<file path="config.mk">
export PLATFORM = sky130hd
export DESIGN_NAME = stream_arb_mux
export DESIGN_NICKNAME = d
export VERILOG_FILES = /design/src/rtl/stream_arb_pkg.sv /design/src/rtl/stream_arb_mux_arb_pick.sv /design/src/rtl/stream_arb_mux.sv
export SDC_FILE = /design/constraint.sdc
export NUM_CORES = 1
export LEC_CHECK = 0
export BUFFER_PORTS_ARGS = -buffer_cell sky130_fd_sc_hd__buf_2
export CAP_MARGIN = 20
export CORE_ASPECT_RATIO = 1.2
export CORE_MARGIN = 2
export CORE_UTILIZATION = 45
export DETAILED_ROUTE_END_ITERATION = 8
export PLACE_DENSITY = 0.85
export SLEW_MARGIN = 20
export SYNTH_ARGS = -nofsm -noshare
export SYNTH_HDL_FRONTEND = slang
export SYNTH_SLANG_ARGS = --single-unit
export TNS_END_PERCENT = 1
</file>
<file path="constraint.sdc">
create_clock -name i_clk -period 3.6 [get_ports i_clk]
set_input_delay 0.54 -clock i_clk [delete_from_list [all_inputs] [get_ports i_clk]]
set_output_delay 0.54 -clock i_clk [all_outputs]
set_load 0.005 [all_outputs]
</file>
<file path="src/rtl/stream_arb_pkg.sv">
// stream_arb_pkg: shared arbitration policy type and channel-count bounds for stream_arb_mux
package stream_arb_pkg;
    typedef enum logic {ARB_FIXED, ARB_RR} arb_mode_e;
    localparam int STREAM_ARB_MIN_CH = 2;
    localparam int STREAM_ARB_MAX_CH = 16;
endpackage

</file>
<file path="src/rtl/stream_arb_mux_arb_pick.sv">
// arb_pick: combinational first-set search over a request vector, from a start index (RR) or index 0 (fixed)
module arb_pick
    import stream_arb_pkg::*;
#(
    parameter int N_CH  = 4,
    parameter int SEL_W = $clog2(N_CH)
) (
    input  logic [N_CH-1:0]  i_req,
    input  logic [SEL_W-1:0] i_start,
    input  arb_mode_e        i_mode,
    output logic [N_CH-1:0]  o_gnt,
    output logic [SEL_W-1:0] o_idx,
    output logic             o_any
);
    logic [SEL_W-1:0] w_pos;

    always_comb begin
        o_gnt = '0;
        o_idx = '0;
        o_any = 1'b0;
        w_pos = '0;
        for (int k = 0; k < N_CH; k++) begin
            w_pos = SEL_W'((i_mode == ARB_RR) ? (int'(i_start) + k) % N_CH : k);
            if (!o_any && i_req[w_pos]) begin
                o_any        = 1'b1;
                o_gnt[w_pos] = 1'b1;
                o_idx        = w_pos;
            end
        end
    end
endmodule

</file>
<file path="src/rtl/stream_arb_mux.sv">
// stream_arb_mux: N-channel arbitrated registered stream mux; STREAM_ARB_LOCK_EN adds i_last/o_last packet locking
module stream_arb_mux
    import stream_arb_pkg::*;
#(
    parameter int        N_CH     = 4,
    parameter int        WIDTH    = 32,
    parameter arb_mode_e ARB_MODE = ARB_RR,
    parameter int        SEL_W    = $clog2(N_CH)
) (
    input  logic                  i_clk,
    input  logic                  i_rst_n,
    input  logic [N_CH-1:0]       i_valid,
    output logic [N_CH-1:0]       o_ready,
    input  logic [N_CH*WIDTH-1:0] i_data,
`ifdef STREAM_ARB_LOCK_EN
    input  logic [N_CH-1:0]       i_last,
    output logic                  o_last,
`endif
    output logic                  o_valid,
    output logic [WIDTH-1:0]      o_data,
    output logic [SEL_W-1:0]      o_sel,
    input  logic                  i_ready
);
    if (N_CH < STREAM_ARB_MIN_CH || N_CH > STREAM_ARB_MAX_CH) begin : g_bad_n_ch
        $error("stream_arb_mux: N_CH out of range");
    end

    logic [N_CH-1:0]  w_req;
    logic [N_CH-1:0]  w_gnt;
    logic [SEL_W-1:0] w_idx;
    logic [SEL_W-1:0] r_ptr;
    logic [WIDTH-1:0] w_data;
    logic             w_any;
    logic             w_load;
    logic             w_fire;
    logic             w_last;

`ifdef STREAM_ARB_LOCK_EN
    logic             r_lock;
    logic [SEL_W-1:0] r_lock_ch;
    logic [N_CH-1:0]  w_lock_mask;

    // a locked packet masks every other channel, even while its owner is idle
    assign w_lock_mask = N_CH'(1) << r_lock_ch;
    assign w_req       = r_lock ? (i_valid & w_lock_mask) : i_valid;
    assign w_last      = i_last[w_idx];

    always_ff @(posedge i_clk or negedge i_rst_n) begin
        if (!i_rst_n) begin
            r_lock    <= 1'b0;
            r_lock_ch <= '0;
            o_last    <= 1'b0;
        end else if (w_fire) begin
            r_lock    <= !w_last;
            r_lock_ch <= w_idx;
            o_last    <= w_last;
        end
    end
`else
    assign w_req  = i_valid;
    assign w_last = 1'b1;
`endif

    arb_pick #(.N_CH(N_CH), .SEL_W(SEL_W)) u_pick (
        .i_req   (w_req),
        .i_start (r_ptr),
        .i_mode  (ARB_MODE),
        .o_gnt   (w_gnt),
        .o_idx   (w_idx),
        .o_any   (w_any)
    );

    assign w_load  = !o_valid || i_ready;
    assign w_fire  = w_load && w_any;
    assign o_ready = (w_load && i_rst_n) ? w_gnt : '0;
    assign w_data  = i_data[w_idx*WIDTH +: WIDTH];

    always_ff @(posedge i_clk or negedge i_rst_n) begin
        if (!i_rst_n) begin
            o_valid <= 1'b0;
            o_data  <= '0;
            o_sel   <= '0;
            r_ptr   <= '0;
        end else if (w_load) begin
            o_valid <= w_any;
            if (w_any) begin
                o_data <= w_data;
                o_sel  <= w_idx;
                if (w_last)
                    r_ptr <= (w_idx == SEL_W'(N_CH - 1)) ? '0 : w_idx + 1'b1;
            end
        end
    end
endmodule

</file>
* Word-level counts from Yosys, hierarchy flattened
Index checks and enable logic that the tools add are counted.
W data, S select, Z words.
** Word-level totals
- Register bits :: 37
- Word-level logic and storage cells :: 65
** Cells by class
- Add/sub/neg operators :: 4
- Magnitude comparators :: 8
- Eq/ne operators :: 1
- Shift operators :: 1
- Multiplexer cells :: 30
- Bitwise operators :: 3
- Reductions and logical operators :: 14
** Operators by type and width (number)
- $shiftx A128 B8 Y32 :: 1
- $mux W4 :: 5
- $lt A2 B3 Y1 const B :: 4
- $mux W1 :: 12
- $or A4 B4 Y4 :: 3
- $mux W2 :: 5
- $bmux W1 S2 :: 4
- $demux W1 S2 :: 4
- $ge A2 B1 Y1 const B :: 4
- $logic_and A1 B1 Y1 :: 8
- $add A2 B1 Y2 const B :: 2
- $add A2 B2 Y2 const B :: 2
- $logic_not A1 Y1 :: 4
- $eq A2 B2 Y1 const B :: 1
- $reduce_and A2 Y1 :: 1
- $logic_or A1 B1 Y1 :: 1

* Longest topological paths before layout
- Word-level depth :: 14
- Depth in mapped cells :: 15
- Mapped depth without buffers :: 10

* Cells and area by module
From an unflattened synthesis, not the netlist that was laid out.
** Second synthesis, totals
- Cells, all modules :: 199
- Area, all modules :: 2695.1 µm²
** By module, submodules not included
- stream_arb_mux :: instances 1, cells an instance 126, area each 2195.9 µm², sequential area each 925.9 µm²
- arb_pick :: instances 1, cells an instance 73, area each 499.2 µm², sequential area each 0.0 µm²

* Worst setup path before layout
Ideal clock, no wire load.
- Path type :: register to register
- Start :: register r_ptr[0]
- End :: register r_ptr[1]
- Setup time :: 125 ps
- Data arrival time :: 3144 ps
- Path slack :: 331 ps
- Stages on the path, launching flop included :: 14
- Cell sequence :: dfrtp_1 buf_2 inv_1 ha_1 buf_2 or3b_1 a2111oi_2 or3_1 buf_6 a2bb2oi_4 buf_12 buf_12 ha_1 mux2_2
** On the way
- Word-level cells in the longest chain between the ends :: 14
- Elaborated cells on any way between the ends :: 29
** RTL lines
- start, declared :: line stream_arb_mux.sv:31 : logic [SEL_W-1:0] r_ptr;
- start signal, assigned :: line stream_arb_mux.sv:90 : r_ptr <= (w_idx == SEL_W'(N_CH - 1)) ? '0 : w_idx + 1'b1;
- branches (longest 11 deep; another with $add A2 B1 Y2)
- $mux W2 (*) :: line stream_arb_mux_arb_pick.sv:24 : if (!o_any && i_req[w_pos]) begin
- net u_pick.o_idx[1] :: line stream_arb_mux_arb_pick.sv:12 : output logic [SEL_W-1:0] o_idx,
- $add A2 B1 Y2 / $eq A2 B2 Y1 (equally long branches) :: line stream_arb_mux.sv:90
- $mux W2 (*) :: line stream_arb_mux.sv:90
Mark *: on every way through the listed nets, which the timed path passes. The select of a mux whose other input is x is not followed.
A chain may end at the register's enable or synchronous reset.

* Worst setup path after layout
- Start :: register r_ptr[1]
- End :: output port o_ready[1]
** On the way
- Word-level cells in the longest chain between the ends :: 13
- Elaborated cells on any way between the ends :: 48
** RTL lines
- branches (longest 11 deep; another with $lt A2 B3 Y1)
- $mux W4 (*) :: line stream_arb_mux_arb_pick.sv:24
- $mux W4 (*) :: line stream_arb_mux.sv:75 : assign o_ready = (w_load && i_rst_n) ? w_gnt : '0;
- end, declared :: line stream_arb_mux.sv:13 : output logic [N_CH-1:0] o_ready,
Mark *: on every way between the ends. The select of a mux whose other input is x is not followed.

==> key figures <==
Critical path
  – CP arrival: 2.80 ns
  – R2R cell count: 9
  – Crit end category: primary output
  – CP Max Fanout: 11
  – CP Class: reg -> out
  – RR Startpoint: r_ptr[1]$_DFFE_PN0P_
  – Reg-to-reg endpoint: o_data[1]$_DFFE_PN0P_
  – Setup slack, reg-to-reg: 0.28 ns
  – CP required: 3.06 ns
  – Worst Setup Start Kind: register

Synth
  – Sequential share of the synthesized area: 31.1%
  – Yosys top cell area share: 31.1%
  – EDFF count, synth: 0
  – Synthesized instance count: 265
  – Post-synth top cells: 65 x mux2i_1, 39 x nand2_1, 37 x dfrtp_1, 29 x o221ai_2, 11 x nor2_1
  – Synthesized area: 2980 um^2
  – Syn nets: 408
  – Netlist cell types: 39
  – Syn Area/Cell: 11.2 um^2
  – Ys Warns: 0
  – Area leader, netlist: dfrtp_1
  – Primary FF master, synth: dfrtp_1
  – Synth Register Bits: 37
  – Top cells by area, synth: dfrtp_1 31%, mux2i_1 22%, o221ai_2 15%
  – Asr flop ratio synth: 100%
  – Most frequent cell after synthesis: mux2i_1

Power
  – Clock power frac: 11.1%
  – Internal power: 0.00184 W
  – Pwr/cell area: 823 nW/um^2
  – Design Power: 0.00321 W
  – VDD IR max: 0.529 mV
  – Comb pwr share: 65.8%
  – Sequential power share: 23.1%
  – Net Sw Power: 0.00137 W
  – Switching part of the total: 42.7%
  – Pleak: 1.97 nW

Timing
  – Max-slew violation count: 0
  – RSZ-0062 raised after global routing: no
  – Total negative setup slack: 0 ns
  – Clock Skews: 0.00480 ns
  – Fin. Hold Viols: 0
  – Final Setup Violations: 0
  – Worst Tran Pin Value: 0.945 ns
  – Final min period: 3.34 ns
  – Final period utilization: 92.7%
  – Fmax: 300 MHz
  – Max_slew headroom: 37.0%

Cells and area
  – Area Overhead vs Synth: 30.9%
  – Antenna Diode Count: 0
  – Fin nets: 569
  – Filler Cell Count: 546
  – Share of cells above drive strength 1: 53.8%

Floorplanning
  – Die X: 78.2 um
  – Initial Util: 46.5%
  – Die height: 93.1 um
  – DIE AREA: 7280 um^2
  – I/O pin count: 174
  – Row cnt: 32
  – Core area: 6410 um^2

Placement
  – Final HPWL DP: 6.33 mm
  – Port-buffer cells: 173
  – RePlAce Congestion: 0.851

Routing
  – Final WL: 8.33 mm
  – Final ANT Viol Nets: 0
  – Vias: 2,800
  – DRC errors left: 0
  – Avg WL per Cell: 16.3 um
  – Pre-antenna DRT Iters: 4
  – Initial detailed-routing violation count: 84
  – Via-to-Cell Ratio: 5.48

Global route
  – Vias in the first global route: 2,740
  – Grt ovf: 0
  – Maximum number of pins on one net before global-route repair: 41
  – First-pass GRT wire length: 13.0 mm
  – GRT Overall Usage: 22.4%
  – Initial antenna violation count: 0

Outcome
  – Status: completed

CTS
  – Num Clock Sinks: 37
  – Cts repair resizes: 0
  – CTS Buf Count: 5
  – H-tree depth: 2
  – CTS clk-pin slew, worst paths: 0.08 ns
  – CTS tree: done
  – Worst skew pair latency: 0.29 ns
  – CTS Root Cell: clkbuf_8
  – Post-CTS Setup Bufs: 0
  – CTS max path bufs: 2
  – CTS Hold Bufs: 0

Job
  – Number of max-cap violations: 0

Worst hold path
  – Hold Path Class: in -> async
## stage by stage
step                      hold slack, ns  std cells  util (%)  setup slack (ns)  instance area, um^2
after floorplan                    0.244        265         -             0.331                 2980
after global placement             0.460        504      59.2             0.407                 3790
after detailed placement           0.472        504      59.2             0.307                 3790
after CTS                          0.351        511      60.8             0.243                 3900
after global routing               0.380        511      60.8            0.0728                 3900
final                              0.337        511      60.8             0.261                 3900
## final cells by class
class / count / area, um^2 / share of cell area (%)
Clock inverter: 2 / 35.0 / 0.899
Inverter: 3 / 11.3 / 0.289
Timing Repair Buffer: 181 / 951 / 24.4
Tap cell: 85 / 106 / 2.73
Clock buffer: 5 / 68.8 / 1.77
Multi-Input combinational cell: 198 / 1800 / 46.2
Sequential cell: 37 / 926 / 23.8
## worst max path at each step
stage                        endpoint  depth (start not counted)  slack, ns                 start
2_1_floorplan    r_ptr[1]$_DFFE_PN0P_                         13       0.33  r_ptr[0]$_DFFE_PN0P_
3_3_place_gp   o_data[29]$_DFFE_PN0P_                          7       0.41  r_ptr[1]$_DFFE_PN0P_
3_5_place_dp    o_data[1]$_DFFE_PN0P_                          9       0.31  r_ptr[1]$_DFFE_PN0P_
4_1_cts                    o_ready[1]                          8       0.24  r_ptr[1]$_DFFE_PN0P_
5_1_grt                    o_ready[2]                          8       0.07  r_ptr[1]$_DFFE_PN0P_
6_report                   o_ready[1]                          8       0.26  r_ptr[1]$_DFFE_PN0P_
## logic make-up after synthesis
kind of cell / Yosys count / share of synthesized area (%)
AND/OR/NAND/NOR: 68 / 10.5
AO/OA/AOI/OAI: 52 / 21.4
multiplexers: 70 / 24.9
flip-flops: 37 / 31.1
buffers and inverters: 30 / 8.74
adder cells (fa/ha/maj): 8 / 3.36
## cells in the final DEF, fill, tap and decap left out, drive strengths merged, types with 2 or more instances in the layout
| cell | instances |
|---|---|
| buf | 181 |
| mux2i | 65 |
| nand2 | 39 |
| dfrtp | 37 |
| o221ai | 32 |
| nor2 | 11 |
| ha | 8 |
| a221oi | 5 |
| clkbuf | 5 |
| nor3 | 4 |
| a22oi | 4 |
| inv | 3 |
| mux4 | 3 |
| o21ai | 3 |
| nand2b | 2 |
| mux2 | 2 |
| nor2b | 2 |
| or2 | 2 |
| or3b | 2 |
| or2b | 2 |
## power by group through the flow
stage | clock [W] | combinational (W) | sequential (W)
CTS | 0.000368 | 0.00213 | 0.000742
detailed placement | 0 | 0.00213 | 0.000742
global route | 0.000380 | 0.00230 | 0.000768
finish | 0.000356 | 0.00211 | 0.000742
global placement | 0 | 0.00206 | 0.000742
floorplan | 0 | 0.00174 | 0.000756
## routing by layer
metal	track usage (%)	vias to the layer above	share of wire, %
li1	-	1326	-
met1	27.1	1344	38
met2	40.0	110	54
met3	3.67	20	5.0
met4	7.75	0	2.3
met5	0	-	0
## flip-flops by register name (all words and copies together) (netlist names)
name	flops
o_data	32
o_sel	2
r_ptr	2
o_valid	1
## critical path, stage by stage, from the launching register on
cell       delay (ns)
dfrtp_1          0.55
inv_1            0.14
ha_1             0.42
or3b_1           0.41
a2111oi_2        0.34
or3_1            0.32
a221oi_1         0.13
nor2_1           0.09
buf_2            0.11
No activity file was read; power rests on OpenSTA's default activity.
